===== config.mk =====
export PLATFORM = sky130hd
export DESIGN_NAME = hilo_div_ctrl
export DESIGN_NICKNAME = d
export VERILOG_FILES = /design/src/rtl/hilo_div_ctrl.sv
export SDC_FILE = /design/constraint.sdc
export NUM_CORES = 1
export LEC_CHECK = 0
export BUFFER_PORTS_ARGS = -buffer_cell sky130_fd_sc_hd__buf_4
export CORE_MARGIN = 3
export CORE_UTILIZATION = 30
export CTS_BUF_LIST = sky130_fd_sc_hd__clkbuf_4 sky130_fd_sc_hd__clkbuf_8 sky130_fd_sc_hd__clkbuf_16
export DETAILED_ROUTE_END_ITERATION = 16
export PLACE_DENSITY = 0.45
export SETUP_SLACK_MARGIN = 0.5
export SYNTH_ARGS = -nofsm -noshare
export SYNTH_HDL_FRONTEND = slang
export SYNTH_SLANG_ARGS = --single-unit

===== constraint.sdc =====
create_clock -name clk -period 8.1 [get_ports clk]
set_input_delay 0.81 -clock clk [delete_from_list [all_inputs] [get_ports clk]]
set_output_delay 0.81 -clock clk [all_outputs]
set_load 0.03 [all_outputs]

===== src/rtl/hilo_div_ctrl.sv =====
// HI/LO register owner with a multi-cycle restoring unsigned divider.
// Resolves RADIX_BITS quotient bits per cycle and stalls HI/LO traffic while dividing.
module hilo_div_ctrl #(
    parameter int WIDTH      = 32,
    parameter int RADIX_BITS = 1
) (
    input  logic             clk,
    input  logic             rst,
    input  logic             div_start,
    input  logic [WIDTH-1:0] div_a,
    input  logic [WIDTH-1:0] div_b,
    input  logic             mthi,
    input  logic             mtlo,
    input  logic [WIDTH-1:0] wdata,
    input  logic             mf_req,
    output logic             stall,
    output logic             busy,
    output logic             done,
    output logic             div_by_zero,
    output logic [WIDTH-1:0] hi,
    output logic [WIDTH-1:0] lo
);

    localparam int N  = WIDTH / RADIX_BITS;
    localparam int CW = $clog2(N + 1);

    typedef enum logic [1:0] {S_IDLE, S_RUN, S_DONE} state_t;

    state_t           state_q, state_d;
    logic [WIDTH-1:0] hi_q, hi_d, lo_q, lo_d;
    logic [WIDTH-1:0] dvd_q, dvd_d, dvs_q, dvs_d, rem_q, rem_d;
    logic [CW-1:0]    cnt_q, cnt_d;
    logic             done_q, done_d, dbz_q, dbz_d;
    logic [WIDTH:0]   trial_rem;
    logic [WIDTH-1:0] trial_quo;

    // dvd_q shifts dividend bits out at the top while quotient bits fill in at the bottom
    always_comb begin
        trial_rem = {1'b0, rem_q};
        trial_quo = dvd_q;
        for (int i = 0; i < RADIX_BITS; i++) begin
            trial_rem = {trial_rem[WIDTH-1:0], trial_quo[WIDTH-1]};
            trial_quo = {trial_quo[WIDTH-2:0], 1'b0};
            if (trial_rem >= {1'b0, dvs_q}) begin
                trial_rem    = trial_rem - {1'b0, dvs_q};
                trial_quo[0] = 1'b1;
            end
        end
    end

    always_comb begin
        state_d = state_q;
        hi_d    = hi_q;
        lo_d    = lo_q;
        dvd_d   = dvd_q;
        dvs_d   = dvs_q;
        rem_d   = rem_q;
        cnt_d   = cnt_q;
        done_d  = done_q;
        dbz_d   = dbz_q;
        case (state_q)
            S_RUN: begin
                dvd_d = trial_quo;
                rem_d = trial_rem[WIDTH-1:0];
                cnt_d = cnt_q - CW'(1);
                if (cnt_q == CW'(1)) begin
                    hi_d    = trial_rem[WIDTH-1:0];
                    lo_d    = trial_quo;
                    state_d = S_DONE;
                    done_d  = 1'b1;
                    dbz_d   = 1'b0;
                end
            end
            default: begin
                if (mthi) hi_d = wdata;
                if (mtlo) lo_d = wdata;
                // A divide by zero commits on the accepting edge and wins over mthi/mtlo
                if (div_start && (div_b != '0)) begin
                    dvd_d   = div_a;
                    dvs_d   = div_b;
                    rem_d   = '0;
                    cnt_d   = CW'(N);
                    state_d = S_RUN;
                    done_d  = 1'b0;
                    dbz_d   = 1'b0;
                end else if (div_start) begin
                    hi_d    = div_a;
                    lo_d    = '1;
                    state_d = S_DONE;
                    done_d  = 1'b1;
                    dbz_d   = 1'b1;
                end else begin
                    state_d = S_IDLE;
                    done_d  = 1'b0;
                    dbz_d   = 1'b0;
                end
            end
        endcase
    end

    always_ff @(posedge clk or negedge rst) begin
        if (!rst) begin
            state_q <= S_IDLE;
            hi_q    <= '0;
            lo_q    <= '0;
            dvd_q   <= '0;
            dvs_q   <= '0;
            rem_q   <= '0;
            cnt_q   <= '0;
            done_q  <= 1'b0;
            dbz_q   <= 1'b0;
        end else begin
            state_q <= state_d;
            hi_q    <= hi_d;
            lo_q    <= lo_d;
            dvd_q   <= dvd_d;
            dvs_q   <= dvs_d;
            rem_q   <= rem_d;
            cnt_q   <= cnt_d;
            done_q  <= done_d;
            dbz_q   <= dbz_d;
        end
    end

    assign busy        = (state_q == S_RUN);
    assign stall       = busy & (mf_req | div_start | mthi | mtlo);
    assign done        = done_q;
    assign div_by_zero = dbz_q;
    assign hi          = hi_q;
    assign lo          = lo_q;

endmodule


### Yosys cells after proc, flatten, opt, wreduce, memory -nomap -nowiden

Index checks and enable logic that the tools add are counted.

| cells by class | value |
|---|---|
| magnitude comparators | 1 |
| bitwise operators | 5 |
| add/subtract/negate cells | 2 |
| reductions and logical operators | 4 |
| equal/unequal tests | 3 |
| multiplexer cells | 28 |

Operators with widths:

| cell | number |
|---|---|
| $mux 32 | 15 |
| $ge 33x32->1 | 1 |
| $reduce_bool 32->1 | 1 |
| $sub 32x32->32 | 1 |
| $mux 6 | 2 |
| $mux 2 | 4 |
| $mux 1 | 7 |
| $eq 6x1->1 const B | 1 |
| $sub 6x1->6 const B | 1 |
| $or 1x1->1 | 3 |
| $eq 2x1->1 const B | 1 |
| $ne 2x1->1 const B | 1 |
| $reduce_and 2->1 | 1 |
| $reduce_bool 2->1 | 1 |
| $and 1x1->1 | 1 |
| $logic_and 1x1->1 | 1 |
| $not 1->1 | 1 |

| storage, ports and cells | value |
|---|---|
| register bits after elaboration | 170 |
| output and inout port bits | 68 |
| input port bits | 102 |
| word-level logic and storage cells | 52 |

### Logic depth before layout (Yosys ltp)

| depth | value |
|---|---|
| word-level depth | 4 |
| gate-level depth with buffers | 13 |
| depth with buffers taken out | 13 |

### Worst setup path before layout

Ideal clock, no wire load.

| timing path | value |
|---|---|
| path kind | input to output |
| from | in mthi |
| to | out stall |
| data arrival time | 2,535 ps |
| data required time | 7,290 ps |
| cell stages on the path | 5 |
| slack | 4,755 ps |
| buffers on the path | 3 |
| path through | clkbuf_1 clkbuf_1 buf_1 nor4_1 nor2_1 |

| between the ends | value |
|---|---|
| cells in the longest elaborated chain, start to end | 3 |

Ends and longest elaborated chain:

| what | line | text |
|---|---|---|
| start, declared | 12 | `input logic mthi,` |
| $or 1x1->1 (2 in series) | 126 | `assign stall = busy & (mf_req \| div_start \| mthi \| mtlo);` |
| $and 1x1->1 | 126 |  |
| end, declared | 16 | `output logic stall,` |

No other way between the ends.

### Final worst setup path

| timing path | value |
|---|---|
| from | in div_b[7] |
| to | reg hi_q[15] (netlist: hi[15]) |

| between the ends | value |
|---|---|
| cells in the longest elaborated chain, start to end | 4 |

Ends and longest elaborated chain:

| what | line | text |
|---|---|---|
| start, declared | 11 | `input logic [WIDTH-1:0] div_b,` |
| $reduce_bool 32->1 | 78 | `if (div_start && (div_b != '0)) begin` |
| $logic_and 1x1->1 | 78 |  |
| $mux 32 | 78 |  |
| $mux 32 | 61 | `case (state_q)` |
| end signal, assigned | 114 | `hi_q <= hi_d;` |
| end, declared | 30 | `logic [WIDTH-1:0] hi_q, hi_d, lo_q, lo_d;` |

No other way between the ends.
A chain may end at the register's enable or synchronous reset.

==> summary.md <==
| Metric | Value |
|---|---|
| Combinational Power Share | `between 60 and 70%` |
| Die area | `between 30000 and 40000 sq um` |
| Critical Path Sink | `hi[15]` |
| Worst setup SP type | `input pin` |
| Critical Path Slowest Stage Cell | `and2_1` |
| Max IR drop VDD | `0.213 mV` |
| Fillers | `3411` |
| P_int | `roughly 3400 uW` |
| RR Endpoint | `hi[14]` |
| # DRC | `0` |
| Hold Buf Count CTS | `0` |
| Setup_tns | `0 ns` |
| GR Layer Usage met2 | `roughly a quarter` |
| Post-synthesis sequential area ratio | `42.2%` |
| Tightest Pin Transition | `1.00 ns` |
| Crit path from | `div_b[7]` |
| Routed wire per std cell | `~19 um` |
| PD cells | `roughly 540 nW/um^2` |
| IO Pins | `170` |
| Post-Synthesis Cells | `1100` |
| Final Cycle Share | `44.8%` |
| Clock Tree Buf Depth | `2` |
| DIE WIDTH | `approximately 190 um` |
| Gpl congestion | `0.868` |
| Flops & latches, synth | `between 150 and 200` |
| Run status | `finished, final reports clean` |
| Slew HR | `33.4%` |
| Post-Synthesis Mean Instance Area | `approximately 9.1 sq um` |
| Grt total ovfl | `0` |
| Max Clock Skew | `0.00928 ns` |
| Synth Net Count | `roughly 1200` |
| Clock transition at path regs | `0.07 ns` |
| CP top delay family | `simple AND/OR/NAND/NOR gates` |
| Starting Density | `between 30% and 40%` |
| Final Max Slew Viols | `0` |
| Clock power frac | `roughly an eighth` |
| Clk_lat worst skew | `~0.43 ns` |
| Post-route insts no fill | `approximately 1700` |
| Worst reg2reg startpoint | `dvs_q[4]` |
| Busiest grt layer | `met1` |
| Drt first pass iters | `5` |
| Synth Cell Area | `about 10000 sq um` |
| Clock root buffer | `clkbuf_16` |
| Post-synth EDFFs | `0` |
| Initial antenna violation count | `0` |
| Vias/cell | `5.08` |
| Max incr delay on CP | `between 0.8 and 0.9 ns` |
| CTS tree | `built` |
| Tot Pwr | `between 6000 and 7000 uW` |
| Critical path type | `input pin to flip-flop` |
| Clock sink count | `~170` |
| Fin. Hold Viols | `0` |
| Largest net degree at the start of global routing | `102` |
| Asr flop ratio synth | `between 90% and 100%` |
| DR vias | `8514` |
| CTS Buf Count | `17` |
| Min Tclk post-route | `between 3 and 4 ns` |
| RSZ-0062 raised after global routing | `no` |
| Psw | `approximately 3200 uW` |
| HP Class | `flip-flop to flip-flop` |
| I/O Buffers | `approximately 170` |
| Fmax | `275 MHz` |
| Primary FF master, synth | `dfrtp_1` |
| Yosys cell types | `60` |
| Final setup fails | `0` |
| CTS H-tree depth | `4` |
| P&R area growth vs syn | `22.1%` |
| R2R setup slack | `roughly 4.5 ns` |
| Vias in the first global route | `between 8000 and 9000` |
| WP buf/inv | `1` |
| Switching power share of the total | `roughly 48%` |
| Yosys warnings | `0` |
| Post-route ant nets | `0` |
| Detailed Place HPWL | `between 20000 and 25000 um` |
| LEAKAGE | `0.00564 uW` |
| Final-stage net count | `about 1400` |
| Share of cells above drive strength 1 | `about a fifth` |
| MaxCap Viol Count | `0` |
| Crit. End Element | `flip-flop` |
| Num rows | `66` |
| Post-cts resize count | `0` |
| Critical path arrival | `3.94 ns` |
| Final WL | `about 32000 um` |
| CP Cell Sequence | `buf_4, nor4_1, nand4_1, nor2_1, and2_1, or2_2, o221ai_1, a31oi_1, a21oi_1` |
| Required @ worst endpoint | `8.41 ns` |
| Die Ht | `189 um` |
| Core area | `approximately 33000 sq um` |
| Global routing usage on met1 | `27.4%` |
| CP Depth | `9` |
| Setup Fix Bufs, Post-CTS | `0` |
| Inst Count DP | `1643` |
| GRT Total Usage | `~18%` |
| Critical Path Fanout Max | `30` |
| R2R cell count | `11` |
| Detailed Route Iter0 Violations | `roughly 470` |
| Sequential share of power | `between 20 and 25%` |
| Met3 Resource Use GR | `3.13%` |
| First-pass GRT wire length | `roughly 50000 um` |
| ANT cells | `0` |
[per-stage QoR]
step                hold slack (ns)  setup WS (ns)  instance area, sq um  util (%)
floorplan                     0.467           4.76                 10000         -
global placement              0.486           4.00                 11600      35.6
detailed placement            0.494           3.88                 11600      35.6
CTS                           0.506           4.34                 12200      37.4
global route                  0.519           4.20                 12200      37.4
finish                        0.498           4.47                 12200      37.4
[power groups by stage]
| stage | combinational, uW | clock (uW) | sequential [uW] |
|---|---|---|---|
| 2_1_floorplan | 2710 | 0 | 1830 |
| 3_3_place_gp | 4120 | 0 | 1630 |
| 3_5_place_dp | 4140 | 0 | 1640 |
| 4_1_cts | 4150 | 889 | 1620 |
| 5_1_grt | 4610 | 918 | 1670 |
| 6_report | 4120 | 855 | 1620 |
[worst reg2reg max path: stages, from the launching register on]
cell and delay (ns):
dfrtp_1 0.34, inv_1 0.06, ha_1 0.38, a21o_1 0.22
a31o_2 0.22, o21ai_0 0.47, a2111oi_2 0.18, o311ai_2 0.44
and2_1 0.52, nor2_1 0.10, nor3_1 0.39, o22a_1 0.18
[logic make-up after synthesis]
group                      count (synthesis)  synth area share [%]
AOI/OAI and AO/OA                        303                  19.6
xor gates and xnor gates                  27                  2.36
adders and majority gates                 35                  4.44
buffers and inverters                    121                  4.75
DFF                                      169                  42.2
muxes                                    108                  11.2
and+or+nand+nor                          337                  15.4
[cells in the mapped netlist (18+ instances only)]
library cell / count / area, sq um
dfrtp_1: 169 / 4230
mux2_2: 32 / 360
nor2_1: 63 / 236
xnor2_1: 21 / 184
a21oi_1: 62 / 310
o21ai_0: 93 / 465
mux2i_1: 76 / 761
o211ai_1: 18 / 135
ha_1: 34 / 425
nand3_1: 83 / 415
clkbuf_1: 62 / 233
nand2_1: 114 / 428
a21o_1: 26 / 195
a22o_1: 29 / 254
inv_1: 42 / 158
[flip-flops by register name, indices dropped and copies added (netlist names)]
register     count
div_by_zero      1
dvs_q           32
lo              32
dvd_q           32
cnt_q            6
state_q          2
rem_q           32
hi              32
[layer usage]
metal,up-vias,wire length [um]
met5,-,0
li1,4224,-
met1,4078,16700
met2,199,13700
met3,13,1370
met4,0,307
[worst min path at each step]
stage	from	end	slack, ns	cells after the start
2_1_floorplan	rem_q[30]	rem_q[30]	0.47	2
3_3_place_gp	dvd_q[5]	dvd_q[6]	0.49	2
3_5_place_dp	dvs_q[4]	dvs_q[4]	0.49	1
4_1_cts	dvd_q[21]	dvd_q[22]	0.51	2
5_1_grt	dvs_q[17]	dvs_q[17]	0.52	1
6_report	dvd_q[23]	dvd_q[24]	0.50	2
[area by class of cell]
class,instances,area [sq um],area share [%]
multi-input cells,810,5340,43.6
flip-flops and latches,169,4230,34.5
repair buffers,179,1350,11.0
well taps,442,553,4.52
clock buffers,20,460,3.76
inverters,43,161,1.32
clock inverters,12,149,1.22
[placed cells by master (no fill, tap or decap), types with 3 or more instances in the layout]
master        n
buf_4       178
dfrtp_1     169
nand2_1     113
o21ai_0      91
nand3_1      83
mux2i_1      76
nor2_1       63
a21oi_1      62
inv_1        42
ha_1         34
mux2_2       32
a22o_1       29
a21o_1       26
xnor2_1      21
o211ai_1     18
clkbuf_16    17
nor3_1       16
nor4_1       14
a31oi_1      13
o22a_1       13
nand4_1      11
nor2b_1      10
and2_1        7
o22ai_1       7
xor2_1        6
o21a_1        5
and3_1        5
a211oi_1      5
o21ai_1       4
o21bai_1      4
clkinv_2      4
clkinvlp_4    4
a221oi_1      3
nand2b_1      3
or2_2         3
bufinv_16     3
Power figures use the tool's default switching activity.
